File: config.mk
export PLATFORM = sky130hd
export DESIGN_NAME = mem_port_arbiter_flat
export DESIGN_NICKNAME = d
export VERILOG_FILES = /design/src/rtl/mem_port_arbiter_pkg.sv /design/src/rtl/mem_port_arbiter_if.sv /design/src/rtl/mem_port_arbiter_tag_pipe.sv /design/src/rtl/mem_port_arbiter.sv /design/src/flat_wrapper.sv
export SDC_FILE = /design/constraint.sdc
export NUM_CORES = 1
export LEC_CHECK = 0
export ABC_AREA = 1
export BUFFER_PORTS_ARGS = -buffer_cell sky130_fd_sc_hd__buf_4
export CAP_MARGIN = 30
export CORE_AREA = 2 2 78 80
export CTS_CLUSTER_DIAMETER = 100
export DETAILED_ROUTE_END_ITERATION = 16
export DIE_AREA = 0 0 80 82
export HOLD_SLACK_MARGIN = 0.02
export PLACE_DENSITY = 0.74
export REMOVE_ABC_BUFFERS = 1
export SYNTH_ARGS = -nofsm -noshare
export SYNTH_HDL_FRONTEND = slang
export SYNTH_SLANG_ARGS = --single-unit
File: constraint.sdc
create_clock -name clk -period 3.7 [get_ports clk]
set_clock_uncertainty 0.1 [all_clocks]
set_input_delay 0.37 -clock clk [delete_from_list [all_inputs] [get_ports clk]]
set_output_delay 0.37 -clock clk [all_outputs]
set_load 0.03 [all_outputs]
File: src/rtl/mem_port_arbiter_pkg.sv
`timescale 1ns/1ps
`default_nettype none
// ============================================================================
// Module      : mem_port_arbiter_pkg
// Description : Shared types, constants and arbitration helper.
// Revision    : 1.0 - initial release
// ============================================================================
package mem_port_arbiter_pkg;

  localparam int unsigned c_addr_w   = 10;
  localparam int unsigned c_data_w   = 32;
  localparam int unsigned c_starve_w = 4;

  typedef enum logic [1:0] {
    OWN_NONE = 2'd0,
    OWN_IF   = 2'd1,
    OWN_D    = 2'd2
  } own_t;

  typedef enum logic [1:0] {
    SEL_NONE = 2'd0,
    SEL_IF   = 2'd1,
    SEL_D    = 2'd2
  } sel_t;

  // A starved fetch beats data; otherwise data has priority.
  function automatic sel_t arb_pick(input logic starved, input logic if_req,
                                    input logic d_req);
    sel_t sel;
    sel = SEL_NONE;
    if (starved && if_req) sel = SEL_IF;
    else if (d_req)        sel = SEL_D;
    else if (if_req)       sel = SEL_IF;
    return sel;
  endfunction

endpackage
`default_nettype wire

File: src/rtl/mem_port_arbiter_if.sv
`timescale 1ns/1ps
`default_nettype none
// ============================================================================
// Module      : mem_port_arbiter_if
// Description : Requester handshakes, hazard stalls and RAM port bundle.
// Revision    : 1.0 - initial release
// ============================================================================
interface mem_port_arbiter_if
  import mem_port_arbiter_pkg::*;
#(
  parameter int unsigned ADDR_W = c_addr_w,
  parameter int unsigned DATA_W = c_data_w
);

  logic              if_req;
  logic [ADDR_W-1:0] if_addr;
  logic              if_gnt;
  logic              if_valid;
  logic [DATA_W-1:0] if_rdata;

  logic              d_read;
  logic              d_write;
  logic [ADDR_W-1:0] d_addr;
  logic [DATA_W-1:0] d_wdata;
  logic              d_gnt;
  logic              d_valid;
  logic [DATA_W-1:0] d_rdata;

  logic              stall_if;
  logic              stall_mem;
  logic              proto_err;

  logic              mem_en;
  logic              mem_we;
  logic [ADDR_W-1:0] mem_addr;
  logic [DATA_W-1:0] mem_wdata;
  logic [DATA_W-1:0] mem_rdata;

  modport master (
    output if_req, if_addr, d_read, d_write, d_addr, d_wdata, mem_rdata,
    input  if_gnt, if_valid, if_rdata, d_gnt, d_valid, d_rdata,
    input  stall_if, stall_mem, proto_err,
    input  mem_en, mem_we, mem_addr, mem_wdata
  );

  modport slave (
    input  if_req, if_addr, d_read, d_write, d_addr, d_wdata, mem_rdata,
    output if_gnt, if_valid, if_rdata, d_gnt, d_valid, d_rdata,
    output stall_if, stall_mem, proto_err,
    output mem_en, mem_we, mem_addr, mem_wdata
  );

endinterface
`default_nettype wire

File: src/rtl/mem_port_arbiter_tag_pipe.sv
`timescale 1ns/1ps
`default_nettype none
// ============================================================================
// Module      : arb_tag_pipe
// Description : DEPTH-stage owner-tag shift register tracking in-flight reads.
// Revision    : 1.0 - initial release
// ============================================================================
module arb_tag_pipe
  import mem_port_arbiter_pkg::*;
#(
  parameter int unsigned DEPTH = 1
) (
  input  logic clk,
  input  logic reset,
  input  own_t tag_in,
  output own_t tag_out
);

  logic [2*DEPTH-1:0] r_pipe;

  generate
    if (DEPTH == 1) begin : g_single
      always_ff @(posedge clk) begin
        if (reset) r_pipe <= '0;
        else       r_pipe <= tag_in;
      end
    end else begin : g_multi
      always_ff @(posedge clk) begin
        if (reset) r_pipe <= '0;
        else       r_pipe <= {r_pipe[2*DEPTH-3:0], tag_in};
      end
    end
  endgenerate

  assign tag_out = own_t'(r_pipe[2*DEPTH-1 -: 2]);

endmodule
`default_nettype wire

File: src/rtl/mem_port_arbiter.sv
`timescale 1ns/1ps
`default_nettype none
// ============================================================================
// Module      : mem_port_arbiter
// Description : Single-port RAM arbiter between fetch and data with starvation bound.
// Revision    : 1.0 - initial release
// ============================================================================
module mem_port_arbiter
  import mem_port_arbiter_pkg::*;
#(
  parameter int unsigned ADDR_W     = c_addr_w,
  parameter int unsigned DATA_W     = c_data_w,
  parameter int unsigned READ_LAT   = 1,
  parameter int unsigned STARVE_MAX = 3
) (
  input  logic             clk,
  input  logic             reset,
  mem_port_arbiter_if.slave bus
);

  localparam logic [c_starve_w-1:0] c_starve_max = c_starve_w'(STARVE_MAX);

  logic [c_starve_w-1:0] r_starve;
  logic                  r_proto_err;
  logic                  w_d_req;
  logic                  w_starved;
  logic                  w_if_gnt;
  logic                  w_d_gnt;
  sel_t                  w_sel;
  own_t                  w_tag_in;
  own_t                  w_tag_out;

  assign w_d_req   = bus.d_read | bus.d_write;
  assign w_starved = (r_starve == c_starve_max);

  always_comb begin
    w_sel    = arb_pick(w_starved, bus.if_req, w_d_req);
    w_if_gnt = 1'b0;
    w_d_gnt  = 1'b0;
    if (!reset) begin
      w_if_gnt = (w_sel == SEL_IF);
      w_d_gnt  = (w_sel == SEL_D);
    end
  end

  // A conflicting read+write is handled as a write, so it never gets a read tag.
  always_comb begin
    w_tag_in = OWN_NONE;
    if (w_if_gnt)                     w_tag_in = OWN_IF;
    else if (w_d_gnt && !bus.d_write) w_tag_in = OWN_D;
  end

  always_ff @(posedge clk) begin
    if (reset) begin
      r_starve <= '0;
    end else if (w_if_gnt || !bus.if_req) begin
      r_starve <= '0;
    end else if (!w_starved) begin
      r_starve <= r_starve + 1'b1;
    end
  end

  always_ff @(posedge clk) begin
    if (reset)                          r_proto_err <= 1'b0;
    else if (bus.d_read && bus.d_write) r_proto_err <= 1'b1;
  end

  arb_tag_pipe #(
    .DEPTH (READ_LAT)
  ) u_tag_pipe (
    .clk     (clk),
    .reset   (reset),
    .tag_in  (w_tag_in),
    .tag_out (w_tag_out)
  );

  assign bus.if_gnt    = w_if_gnt;
  assign bus.d_gnt     = w_d_gnt;
  assign bus.stall_if  = bus.if_req & ~w_if_gnt;
  assign bus.stall_mem = w_d_req & ~w_d_gnt;
  assign bus.proto_err = r_proto_err;

  assign bus.mem_en    = w_if_gnt | w_d_gnt;
  assign bus.mem_we    = w_d_gnt & bus.d_write;
  assign bus.mem_addr  = w_if_gnt ? bus.if_addr : bus.d_addr;
  assign bus.mem_wdata = bus.d_wdata;

  assign bus.if_valid  = (w_tag_out == OWN_IF);
  assign bus.d_valid   = (w_tag_out == OWN_D);
  assign bus.if_rdata  = bus.if_valid ? bus.mem_rdata : '0;
  assign bus.d_rdata   = bus.d_valid  ? bus.mem_rdata : '0;

endmodule
`default_nettype wire

File: src/flat_wrapper.sv
// flat-port wrapper written by rule: the top's interface ports become plain ports
module mem_port_arbiter_flat import mem_port_arbiter_pkg::*;
#(
  parameter int unsigned ADDR_W     = c_addr_w,
  parameter int unsigned DATA_W     = c_data_w,
  parameter int unsigned READ_LAT   = 1,
  parameter int unsigned STARVE_MAX = 3
)
  (clk, reset, bus_if_req, bus_if_addr, bus_d_read, bus_d_write, bus_d_addr, bus_d_wdata, bus_mem_rdata, bus_if_gnt, bus_if_valid, bus_if_rdata, bus_d_gnt, bus_d_valid, bus_d_rdata, bus_stall_if, bus_stall_mem, bus_proto_err, bus_mem_en, bus_mem_we, bus_mem_addr, bus_mem_wdata);
  mem_port_arbiter_if #(.ADDR_W(ADDR_W), .DATA_W(DATA_W)) bus_i ();
  input  logic clk;
  input  logic reset;
  input wire logic [$bits(bus_i.if_req)-1:0] bus_if_req;
  input wire logic [$bits(bus_i.if_addr)-1:0] bus_if_addr;
  input wire logic [$bits(bus_i.d_read)-1:0] bus_d_read;
  input wire logic [$bits(bus_i.d_write)-1:0] bus_d_write;
  input wire logic [$bits(bus_i.d_addr)-1:0] bus_d_addr;
  input wire logic [$bits(bus_i.d_wdata)-1:0] bus_d_wdata;
  input wire logic [$bits(bus_i.mem_rdata)-1:0] bus_mem_rdata;
  output wire logic [$bits(bus_i.if_gnt)-1:0] bus_if_gnt;
  output wire logic [$bits(bus_i.if_valid)-1:0] bus_if_valid;
  output wire logic [$bits(bus_i.if_rdata)-1:0] bus_if_rdata;
  output wire logic [$bits(bus_i.d_gnt)-1:0] bus_d_gnt;
  output wire logic [$bits(bus_i.d_valid)-1:0] bus_d_valid;
  output wire logic [$bits(bus_i.d_rdata)-1:0] bus_d_rdata;
  output wire logic [$bits(bus_i.stall_if)-1:0] bus_stall_if;
  output wire logic [$bits(bus_i.stall_mem)-1:0] bus_stall_mem;
  output wire logic [$bits(bus_i.proto_err)-1:0] bus_proto_err;
  output wire logic [$bits(bus_i.mem_en)-1:0] bus_mem_en;
  output wire logic [$bits(bus_i.mem_we)-1:0] bus_mem_we;
  output wire logic [$bits(bus_i.mem_addr)-1:0] bus_mem_addr;
  output wire logic [$bits(bus_i.mem_wdata)-1:0] bus_mem_wdata;
  assign bus_i.if_req = bus_if_req;
  assign bus_i.if_addr = bus_if_addr;
  assign bus_i.d_read = bus_d_read;
  assign bus_i.d_write = bus_d_write;
  assign bus_i.d_addr = bus_d_addr;
  assign bus_i.d_wdata = bus_d_wdata;
  assign bus_i.mem_rdata = bus_mem_rdata;
  assign bus_if_gnt = bus_i.if_gnt;
  assign bus_if_valid = bus_i.if_valid;
  assign bus_if_rdata = bus_i.if_rdata;
  assign bus_d_gnt = bus_i.d_gnt;
  assign bus_d_valid = bus_i.d_valid;
  assign bus_d_rdata = bus_i.d_rdata;
  assign bus_stall_if = bus_i.stall_if;
  assign bus_stall_mem = bus_i.stall_mem;
  assign bus_proto_err = bus_i.proto_err;
  assign bus_mem_en = bus_i.mem_en;
  assign bus_mem_we = bus_i.mem_we;
  assign bus_mem_addr = bus_i.mem_addr;
  assign bus_mem_wdata = bus_i.mem_wdata;
  mem_port_arbiter #(.ADDR_W(ADDR_W), .DATA_W(DATA_W), .READ_LAT(READ_LAT), .STARVE_MAX(STARVE_MAX)) u_core (.clk(clk), .reset(reset), .bus(bus_i));
endmodule
==> summary.txt <==
STA
  – Pins Over Slew Limit: 0
  – Worst-Margin Slew: 0.930 ns
  – FMAX: 476 MHz
  – Slew HR: 37.9%
  – RSZ-0062 raised after global routing: no
  – Count of final hold-check violations: 0
  – Setup violators final: 0
  – Crit path time final: 2.10 ns
  – Min Hold Slack: 0.240 ns
  – Final WS setup: 1.60 ns
  – Setup tns final: 0 ns
  – Period utilisation layout: 56.8%

Clock network
  – Post-CTS Hold Buffers: 0
  – CTS Buf Count: 3
  – Buffer count from post-CTS setup fixing: 0
  – Post_cts resized: 0
  – Longest Clk Path Bufs: 2
  – Clock Latency Late Sink: 0.23 ns
  – H-tree depth: 1
  – CTS tree: yes
  – Clock sink total: 7
  – Worst-path clk slew: 0.04 ns
  – Clock root buffer: clkbuf_8

Synth
  – Syn Inst Count: 217
  – Synthesized area per cell: 5.40 sq um
  – Seq cells post-synth: 7
  – Synth top area share: 23.1%
  – Largest family of logic cells by synthesized area: simple AND/OR/NAND/NOR gates
  – Unique masters post-synth: 17
  – Synthesis Warnings: 0
  – Mapped Area: 1170 sq um
  – Post-Synth Adder-Cell Area: 1.07%
  – Synth Area in Compound Gates: 2.13%
  – Top cells by area in the synthesized netlist: nor2_1 23%, buf_4 20%, inv_1 14%
  – Mux contribution to synthesized area: 0%
  – Post-Synth Simple-Gate Area: 44.8%
  – Area leader, netlist: nor2_1
  – Sequential-to-total area share from yosys stat: 12.0%
  – Xor/xnor share of the synthesized area: 0%

Global routing
  – Largest net degree at the start of global routing: 33
  – Vias in the first global route: 1476
  – All-layer global routing usage: 14.4%
  – Number of antenna violations at the first check in global routing: 0
  – Grt total ovfl: 0
  – First-pass GRT wire length: 7180 um

Setup path
  – CP cell instances: inv_1 > nor2_1 > inv_1 > nor2_1 > buf_4
  – CP max FO: 32
  – CP top delay family: buffers and inverters
  – Startpoint types: flop
  – Data required, critical path: 3.23 ns
  – CP bufs+invs: 3
  – CP max stage delay: 0.67 ns
  – Slowest cell on the critical path: inv_1
  – Arr. time, crit path: 1.63 ns
  – Crit end category: output port
  – Worst setup path category: reg2out

Final layout
  – Fin util: 36.2%
  – Filler cell count: 621
  – Commonest non-fill, non-tap cell in the layout: buf_4
  – Share of cells above drive strength 1: 49.1%
  – Flip-flop and latch area: 140 sq um
  – Nets: 411
  – Finished Cell Area: 2080 sq um
  – Ant. Diodes: 0
  – Area grow syn2layout: 77.3%
  – Most frequent cells in the layout: 139 x buf_4, 72 x nor2_1, 43 x inv_1, 18 x nand2_1, 15 x nand3_1
  – Multi-input logic area: 563 sq um

Run
  – Max-cap viol count: 0

Power
  – Peak VDD IR: 0.000113 V
  – Pwr dens: 194 nW/um^2
  – LEAKAGE: 0.00132 uW

Min path
  – Hold Path Class: in2reg

Place
  – DPL Wire Length: 4440 um
  – DP Worst Slack: 1.81 ns
  – Port buffer count: 139
  – GP Congestion: 0.710
  – DP Area: 2030 sq um

Floorplan
  – Num ports: 204
  – Die extent in x: 80 um
  – Die area: 6560 sq um
  – Core area: 5750 sq um
  – Die Y: 82 um
  – Row cnt: 28
  – Starting density of the core: 20.4%

Detailed routing
  – DRT antenna net count: 0
  – DRC: 0
  – DRT iter0 DRCs: 32
  – DR vias: 1620
  – Total routed wirelength: 5300 um
  – Vias per cell: 4.10
  – Router iterations before antenna repair: 6
  – WL/cell: 13.4 um

Run status
  – Status: complete, no violations
[flip-flops by register name, summed over array words and instances, names as in the netlist]
signal / cells
u_core.bus.proto_err: 1
u_core.r_starve: 4
u_core.u_tag_pipe.tag_out: 2
[synth_stat cells (all sizes together)]
library cell / n
ha: 1
a21oi: 5
nand4: 1
nand2: 29
buf: 39
nor2: 74
dfxtp: 7
inv: 44
clkbuf: 2
nand3: 15
[stage by stage]
| step | total power [uW] | std cells |
|---|---|---|
| CTS | 406 | 395 |
| finish | 402 | 395 |
| global placement | 293 | 390 |
| detailed placement | 298 | 391 |
| floorplan | 190 | 176 |
| global route | 423 | 395 |
[worst paths after layout]
check | slack [ns] | to | cells after the start | startpoint
min reg2reg | 0.37 | u_core.r_starve[0]$_SDFFE_PP0P_ | 1 | u_core.r_starve[0]$_SDFFE_PP0P_
max reg2reg | 2.44 | u_core.u_tag_pipe.tag_out[0]$_SDFF_PP0_ | 5 | u_core.r_starve[0]$_SDFFE_PP0P_
max | 1.60 | bus_if_rdata[2] | 5 | u_core.u_tag_pipe.tag_out[0]$_SDFF_PP0_
min | 0.24 | u_core.u_tag_pipe.tag_out[1]$_SDFF_PP0_ | 2 | bus_d_write
[kinds of logic (layout without fill, tap and decap cells)]
kind of cell    after synthesis  after routing
compound gates                5              5
simple gates                119            119
fa+ha+maj                     1              1
buf+inv                      85            188
flops                         7              7
[final cells by class]
| cell class | count | area share, % |
|---|---|---|
| repair buffers | 140 | 51.5 |
| multi-input cells | 125 | 27.1 |
| inverters | 44 | 7.95 |
| flip-flops and latches | 7 | 6.74 |
| well taps | 75 | 4.52 |
| clock buffers | 4 | 2.17 |
[where the power goes]
| part | leakage, uW | switching [uW] | total, uW | internal [uW] |
|---|---|---|---|---|
| Sequential | 0.0000572 | 1.75 | 80.2 | 78.4 |
| Combinational | 0.00124 | 123 | 216 | 92.6 |
| Clock | 0.0000228 | 31.7 | 106 | 74.4 |
| Total | 0.00132 | 157 | 402 | 245 |
[per-layer routing]
layer	share of wire, %	track usage, %
met4	0.26	4.92
met5	0	9.17
met2	44	22.4
met3	21	10.7
met1	35	14.4
Power figures use the tool's default switching activity.
